File: src/rtl/imem_pkg.sv
// Shared types and helpers for the synchronous instruction memory:
// the filler instruction, the loader state encoding and the word-index calculation.
package imem_pkg;

    localparam logic [31:0] IMEM_NOP = 32'h0000_0013;

    typedef enum logic {
        LOAD = 1'b0,
        RUN  = 1'b1
    } imem_state_t;

    // Index is computed at 64 bits so out-of-range and below-base addresses stay visible.
    function automatic logic [63:0] calc_index(input logic [63:0] pc, input logic [63:0] base);
        logic [63:0] offset;
        offset = pc - base;
        return offset >> 2;
    endfunction

endpackage

File: src/rtl/imem_load_ctrl.sv
// LOAD/RUN controller for the instruction memory: owns the saturating load counter
// and produces the array write strobe and write address.
module imem_load_ctrl
    import imem_pkg::*;
#(
    parameter int DEPTH = 64
) (
    input  logic                     clk,
    input  logic                     reset,
    input  logic                     ld_valid,
    input  logic                     ld_done,
    output logic                     ld_ready,
    output logic [$clog2(DEPTH):0]   ld_count,
    output logic                     wr_en,
    output logic [$clog2(DEPTH)-1:0] wr_addr,
    output logic                     run
);

    localparam int ADDR_W = $clog2(DEPTH);
    localparam int CNT_W  = ADDR_W + 1;
    localparam logic [CNT_W-1:0] FULL = CNT_W'(DEPTH);

    imem_state_t      state;
    imem_state_t      next_state;
    logic [CNT_W-1:0] count_q;

    always_ff @(posedge clk) begin
        if (reset) begin
            state <= LOAD;
        end else begin
            state <= next_state;
        end
    end

    // A write that coincides with ld_done is still taken before moving to RUN.
    always_comb begin
        next_state = state;
        ld_ready   = 1'b0;
        wr_en      = 1'b0;
        run        = 1'b0;
        case (state)
            LOAD: begin
                ld_ready = 1'b1;
                wr_en    = ld_valid && (count_q < FULL);
                if (ld_done) begin
                    next_state = RUN;
                end
            end
            RUN: begin
                run = 1'b1;
            end
            default: begin
                next_state = LOAD;
            end
        endcase
    end

    always_ff @(posedge clk) begin
        if (reset) begin
            count_q <= '0;
        end else if (wr_en) begin
            count_q <= count_q + 1'b1;
        end
    end

    assign ld_count = count_q;
    assign wr_addr  = count_q[ADDR_W-1:0];

endmodule

File: src/rtl/instr_mem_sync.sv
// Run-time loadable, synchronous-read instruction memory with a 1-cycle fetch response.
// Optional IMEM_BOUNDS_CHECK_EN faults fetches below BASE_ADDR or beyond DEPTH words.
module instr_mem_sync
    import imem_pkg::*;
#(
    parameter int              XLEN      = 32,
    parameter int              DEPTH     = 64,
    parameter logic [XLEN-1:0] BASE_ADDR = '0,
    parameter logic [XLEN-1:0] NOP_INSTR = XLEN'(IMEM_NOP)
) (
    input  logic                   clk,
    input  logic                   reset,
    input  logic                   ld_valid,
    input  logic [XLEN-1:0]        ld_data,
    input  logic                   ld_done,
    output logic                   ld_ready,
    output logic [$clog2(DEPTH):0] ld_count,
    input  logic                   req_valid,
    input  logic [XLEN-1:0]        pc,
    output logic                   req_ready,
    input  logic                   stall,
    input  logic                   flush,
    output logic                   rsp_valid,
    output logic [XLEN-1:0]        rsp_instr,
    output logic [XLEN-1:0]        rsp_pc,
    output logic                   rsp_fault
);

    localparam int ADDR_W = $clog2(DEPTH);

    logic [XLEN-1:0]   mem [DEPTH];
    logic [XLEN-1:0]   ram_q;
    logic              use_mem;

    logic              wr_en;
    logic [ADDR_W-1:0] wr_addr;
    logic              run;

    logic [63:0]       full_idx;
    logic [ADDR_W-1:0] rd_addr;
    logic              misaligned;
    logic              out_of_range;
    logic              filled;
    logic              fault;
    logic              hit;
    logic              accept;

    imem_load_ctrl #(
        .DEPTH(DEPTH)
    ) u_load_ctrl (
        .clk      (clk),
        .reset    (reset),
        .ld_valid (ld_valid),
        .ld_done  (ld_done),
        .ld_ready (ld_ready),
        .ld_count (ld_count),
        .wr_en    (wr_en),
        .wr_addr  (wr_addr),
        .run      (run)
    );

    assign full_idx   = calc_index(64'(pc), 64'(BASE_ADDR));
    assign rd_addr    = full_idx[ADDR_W-1:0];
    assign misaligned = (pc[1:0] != 2'b00);

`ifdef IMEM_BOUNDS_CHECK_EN
    assign out_of_range = (pc < BASE_ADDR) || (full_idx >= 64'(DEPTH));
    assign filled       = (full_idx < 64'(ld_count));
`else
    // Without bounds checking the index wraps modulo DEPTH.
    logic unused_idx_bits;
    assign unused_idx_bits = ^full_idx[63:ADDR_W];
    assign out_of_range    = 1'b0;
    assign filled          = ({1'b0, rd_addr} < ld_count);
`endif

    assign fault     = misaligned || out_of_range;
    assign hit       = !fault && filled;
    assign req_ready = run && !stall;
    assign accept    = req_valid && req_ready && !flush;

    // Block-RAM style array: the read port only fires on an accepted fetch, so a stall never re-reads.
    always_ff @(posedge clk) begin
        if (wr_en) begin
            mem[wr_addr] <= ld_data;
        end
        if (accept) begin
            ram_q <= mem[rd_addr];
        end
    end

    always_ff @(posedge clk) begin
        if (reset) begin
            rsp_valid <= 1'b0;
            rsp_pc    <= '0;
            rsp_fault <= 1'b0;
            use_mem   <= 1'b0;
        end else if (flush) begin
            rsp_valid <= 1'b0;
        end else if (stall) begin
            rsp_valid <= rsp_valid;
        end else if (accept) begin
            rsp_valid <= 1'b1;
            rsp_pc    <= pc;
            rsp_fault <= fault;
            use_mem   <= hit;
        end else begin
            rsp_valid <= 1'b0;
        end
    end

    // The RAM output register has no reset, so the filler word is selected until a real hit.
    assign rsp_instr = use_mem ? ram_q : NOP_INSTR;

endmodule

File: config.mk
export PLATFORM = sky130hd
export DESIGN_NAME = instr_mem_sync
export DESIGN_NICKNAME = d
export VERILOG_FILES = /design/src/rtl/imem_pkg.sv /design/src/rtl/imem_load_ctrl.sv /design/src/rtl/instr_mem_sync.sv
export SDC_FILE = /design/constraint.sdc
export NUM_CORES = 2
export LEC_CHECK = 0
export ABC_CLOCK_PERIOD_IN_PS = 3700
export BUFFER_PORTS_ARGS = -buffer_cell sky130_fd_sc_hd__buf_2
export CAP_MARGIN = 20
export CELL_PAD_IN_SITES_DETAIL_PLACEMENT = 0
export CELL_PAD_IN_SITES_GLOBAL_PLACEMENT = 1
export CORE_MARGIN = 10
export CORE_UTILIZATION = 50
export DETAILED_ROUTE_END_ITERATION = 8
export PLACE_DENSITY = 0.8
export SLEW_MARGIN = 20
export SYNTH_ARGS = -nofsm -noshare
export SYNTH_HDL_FRONTEND = slang
export SYNTH_HIERARCHICAL = 1
export SYNTH_SLANG_ARGS = --single-unit
File: constraint.sdc
create_clock -name clk -period 3.7 [get_ports clk]
set_input_delay 0.37 -clock clk [delete_from_list [all_inputs] [get_ports clk]]
set_output_delay 0.37 -clock clk [all_outputs]
set_load 0.02 [all_outputs]
* Word level (Yosys, flattened, before mapping)
Memories as Yosys holds them, arrays and structs flattened. A register that Yosys moved wholly into a read port is not among the register bits.
Index checks and enable logic that the tools add are counted.
** Word-level totals
- Bits in registers :: 43
- RAM bits :: 2048
- Bits of input ports :: 71
- Output and inout bits :: 75
- Word-level logic and storage cells :: 32
- Memories kept :: 1
** Memories
- mem :: depth 64, width 32, rd ports 1, clocked after Yosys merged registers in 1, wr ports 1, line instr_mem_sync.sv:31 : logic [XLEN-1:0] mem [DEPTH];
** Operators by class
- Add/sub/neg operators :: 1
- Order comparisons :: 2
- Muxes and demuxes :: 9
- Bitwise operators :: 2
- Reduce and logical (&&, ||, !) cells :: 11
** Operator list (number)
- two-way mux 32 bit :: 1
- two-way mux 1 bit :: 8
- adder 7 x 1 -> 7 bit (second input constant) :: 1
- < comparator 6 x 7 -> 1 bit :: 1
- < comparator 7 bit (second input constant) :: 1
- logical AND 1 bit :: 5
- zero test 1 bit :: 3
- AND reduction 3 bit :: 1
- NOT 1 bit :: 2
- nonzero test 2 bit :: 1
- OR reduction 2 bit :: 1

* Logic depth before layout (Yosys ltp)
- Depth in word-level cells :: 5
- Depth in mapped cells :: 9
- Gate-level depth less buffers :: 7

* Modules after synthesis
The synthesis kept the hierarchy.
** By module, submodules not included
- instr_mem_sync :: times used 1, cells an instance 3546, area an instance 80275.7 µm², seq. area each 63160.6 µm²
- imem_load_ctrl :: times used 1, cells an instance 43, area an instance 411.6 µm², seq. area each 160.2 µm²

* Worst setup path before layout
OpenSTA, ideal clock, no wires.
- Path type :: register -> register
- From :: reg u_load_ctrl.count_q[6], in the netlist u_load_ctrl/ld_count[6]
- To :: mem mem[48][0], enable pin
- Setup time :: 0.461 ns
- Data arrival time :: 3.315 ns
- Required time :: 3.239 ns
- Path slack :: -0.076 ns
- Stages on the path, launching flop included :: 4
- Path buffers :: 0
- Clock period less this slack :: 3.776 ns
- Path through :: dfxtp_1 > nor3b_4 > nand4b_1 > nor3_1
** On the way
- Longest elaborated chain between the ends :: 5
** Ends and longest elaborated chain
- start: declaration :: line imem_load_ctrl.sv:25 : logic [CNT_W-1:0] count_q;
- start signal: assignment :: line imem_load_ctrl.sv:62 : count_q <= count_q + 1'b1;
- < comparator 7 bit :: line imem_load_ctrl.sv:44 : wr_en = ld_valid && (count_q < FULL);
- logical AND 1 bit :: line imem_load_ctrl.sv:44
- two-way mux 1 bit :: line imem_load_ctrl.sv:41 : case (state)
- via wr_en :: line instr_mem_sync.sv:35 : logic wr_en;
- two-way mux 1 bit :: line instr_mem_sync.sv:84 : if (wr_en) begin
- two-way mux 1 bit (implied by the code) :: line instr_mem_sync.sv:85 : mem[wr_addr] <= ld_data;
- end: declaration :: line instr_mem_sync.sv:31
The timed path passes the listed nets, and every way through them passes these cells.

* Worst setup path after layout
- From :: reg u_load_ctrl.count_q[4], in the netlist u_load_ctrl/ld_count[4]
- To :: mem mem[52][21], enable pin
** On the way
- Longest elaborated chain between the ends :: 5
** Ends and longest elaborated chain (line)
- < comparator 7 bit :: imem_load_ctrl.sv:44
- logical AND 1 bit :: imem_load_ctrl.sv:44
- two-way mux 1 bit :: imem_load_ctrl.sv:41
- two-way mux 1 bit :: instr_mem_sync.sv:84
- two-way mux 1 bit (implied by the code) :: instr_mem_sync.sv:85
Several ways; a longest one is shown, not always the timed one.

==> results.yml <==
logic_synthesis:
  synth-main-ff-cell: "edfxtp_1"
  yosysSeqAreaShare_pct: 78.48
  synthSimpleGateAreaFrac_pct: 1.814
  synthMuxAreaShare_pct: 15.77
  synth-compound-area-share_pct: 2.618
  synth-xor-area-share_pct: 0.02171
  synth-edff-count: 2080
  synth_top_area_share_pct: 77.41
  yosys_warnings: 6
  synth-adder-area-share_pct: 0.09304
  synth_top_family_by_area: "multiplexers"
  ys_ff_latch: 2123
  synth_cell_types: 43
  async_reset_ff_share_pct: 0
  synthesis.area_sq_um: 80690
  synthTopCellsByArea: "edfxtp_1 (77%), mux4_2 (14%), dfxtp_1 (1.1%)"
  synthCells: 3589
  synthesis.nets: 3666
  synth_area_per_cell_sq_um: 22.48
  post-synth-top-area-cell: "edfxtp_1"
setup_path:
  cpMaxStageDelayCell: "dfxtp_1"
  path_cells: "nor2b_1, nand4b_1, nor2_4, buf_4"
  r2r_end: "mem[52][21]"
  reg2reg_slack_ns: 0.45
  cp.arrival_ns: 3.67
  cp.required_ns: 4.12
  worst_setup_path_start_kind: "register"
  rr_worst_depth: 4
  cp_top_family: "simple AND/OR/NAND/NOR gates"
  r2r-start: "u_load_ctrl/ld_count[4]"
  crit_fanout: 32
  crit_buf_inv: 1
  crit_path_end_kind: "register"
  cp-startpoint: "u_load_ctrl/ld_count[4]"
  critical_path_class: "reg -> reg"
  cpPeakStageDelay_ns: 0.74
pwr:
  cellLeakagePower_nw: 29.46
  ir_drop_v: 0.0005013
  p_int_mw: 38.29
  seqPwrFrac_pct: 54.5
  switching_share_pct: 21.25
  p_per_area_nw_per_um2: 522.1
  p_sw_mw: 10.33
  p_comb_share_pct: 5.1
  clkPwrFrac_pct: 40.4
clock_network:
  h-tree-depth: 4
  cts_setup_buffers: 0
  cts_inserted_buffers: 201
  numClockSinks: 2123
  clockBufferDepth: 3
  cts_tree: "yes"
  cts_root_buf: "clkbuf_16"
  clkLatencyLatePin_ns: 0.82
  postCtsResizedCells: 0
  hold_buffers: 33
  clk_pin_slew_ns: 0.06
cells_and_area:
  seqCellArea_sq_um: 63320
  layout.nets: 4119
  fin_util_pct: 58.00
  multiInputGateArea_sq_um: 16910
  fillCellCount: 11270
  syn2layout_area_growth_pct: 15.42
  drive_gt1_share_pct: 30.96
  fin_cells: 6373
sta:
  min_period_ns: 3.253
  finalSetupTns_ns: 0
  worst_slew_pin_slew_ns: 1.222
  fin_skew_ns: 0.03353
  setup_viol_count_final: 0
  finalHoldViolCount: 0
  fmax_ghz: 0.3074
  finalCritPeriodShare_pct: 87.93
  slew_headroom_pct: 18.23
  rsz0062_at_grt: "false"
  final_max_slew_viol_count: 0
routing:
  drcViolationCount: 0
  vias: 41060
  routed_wl_um: 218700
  first_pass_iters: 6
  drt-initial-drc-count: 5758
  ant_nets: 0
  via_per_inst: 6.442
  drt-wirelength-per-cell_um: 34.31
placement:
  dp.cells: 5964
  dp_hpwl_um: 130100
  port_buffers: 145
  gp_congestion: 0.8301
run_status:
  status: "complete, no violations"
floorplanning:
  dieHeight_um: 421.7
  die_area_sq_um: 177800
  initial_core_util_pct: 50.25
  rows: 147
  core_sq_um: 160600
  io_pins: 146
  fp.dieW_um: 421.7
global_route:
  grt_max_degree: 65
  antenna_found_initial: 20
  track_usage_pct: 24.30
  grt-ovfl-total: 0
  grt_pass1_wl_um: 310400
  grt_pass1_vias: 41180
hold_path:
  hp-start: "ld_data[29]"
  min_path_cells: 1
  hp-class: "in -> reg"
  whs_endpoint: "mem[50][29]"
run:
  cap_violations: 0
Yosys cell counts, types with 32 or more instances:
| master | n |
|---|---|
| buf_2 | 63 |
| mux2_2 | 33 |
| mux4_2 | 512 |
| o22ai_1 | 33 |
| nand2_1 | 99 |
| dfxtp_1 | 43 |
| a21oi_1 | 94 |
| nor2_1 | 110 |
| clkbuf_1 | 102 |
| a22o_1 | 34 |
| edfxtp_1 | 2080 |
| o21ai_0 | 33 |
| mux2i_1 | 80 |
| a221oi_1 | 64 |
| and2_1 | 32 |
cell type report:
type                       instances  area share, %
sequential                      2123          67.99
antenna                           14        0.03762
inverter                           8        0.03359
timing repair buffer             448          4.200
clock inverter                   112          1.045
multi-input combinational       1260          18.15
clock buffer                     248          5.636
tap                             2160          2.902
placed cells by master, fill, tap and decap left out, types with 42 or more instances in the layout:
cell / synthesis / final
edfxtp_1: 2080 / 2080
mux4_2: 512 / 512
buf_4: 20 / 221
clkbuf_16: 0 / 203
buf_2: 63 / 129
nand2_1: 99 / 99
a21oi_1: 94 / 94
mux2i_1: 80 / 80
nor2_4: 0 / 64
a221oi_1: 64 / 64
buf_12: 0 / 61
clkinv_1: 1 / 49
nor2_1: 110 / 46
clkbuf_1: 102 / 45
dfxtp_1: 43 / 42
worst max path at each step:
stage,end,slack (ns),cells past startpoint
after floorplan,mem[39][0],0.43,5
after global placement,ram_q[19],0.36,7
after detailed placement,ram_q[30],0.30,8
after CTS,mem[52][2],0.56,4
after global routing,mem[52][21],0.49,4
final,mem[52][21],0.45,4
layer usage:
metal | wire (um) | GRT usage (%) | up-vias
li1 | - | - | 16160
met5 | 38 | 0 | -
met1 | 79970 | 32.64 | 21790
met3 | 23970 | 5.616 | 461
met2 | 105000 | 38.88 | 2647
met4 | 9665 | 9.265 | 6
per-stage QoR:
step / hold WS [ns] / setup slack (ns) / power, mW / cell area (sq um)
finish: 0.05240 / 0.4466 / 48.62 / 93130
global route: 0.05305 / 0.4948 / 49.86 / 93120
CTS: 0.02903 / 0.5601 / 48.80 / 93030
detailed placement: 0.4454 / 0.3049 / 29.42 / 86480
global placement: 0.4397 / 0.3565 / 29.37 / 86480
floorplan: 0.4493 / 0.4256 / 28.22 / 80700
flip-flops by register name, summed over array words and instances (netlist names):
register,count
u_load_ctrl/ld_count,7
rsp_valid,1
u_load_ctrl/state,1
rsp_fault,1
mem,2048
use_mem,1
ram_q,32
rsp_pc,32
logic make-up (layout without fill, tap and decap cells):
group / count (synthesis) / after routing
adders and majority gates: 6 / 6
other: 0 / 14
xor gates and xnor gates: 2 / 2
buffers and inverters: 206 / 816
muxes: 627 / 627
DFF: 2123 / 2123
and+or+nand+nor: 318 / 318
AOI/OAI and AO/OA: 307 / 307
power groups by stage:
stage	clock network, mW	registers [mW]	logic, mW
finish	19.7	26.5	2.46
global route	20.8	26.5	2.58
CTS	19.9	26.5	2.44
detailed placement	0	27.0	2.40
global placement	0	27.0	2.36
floorplan	0	27.0	1.21
Note: power is estimated with default switching activity, not from simulation.
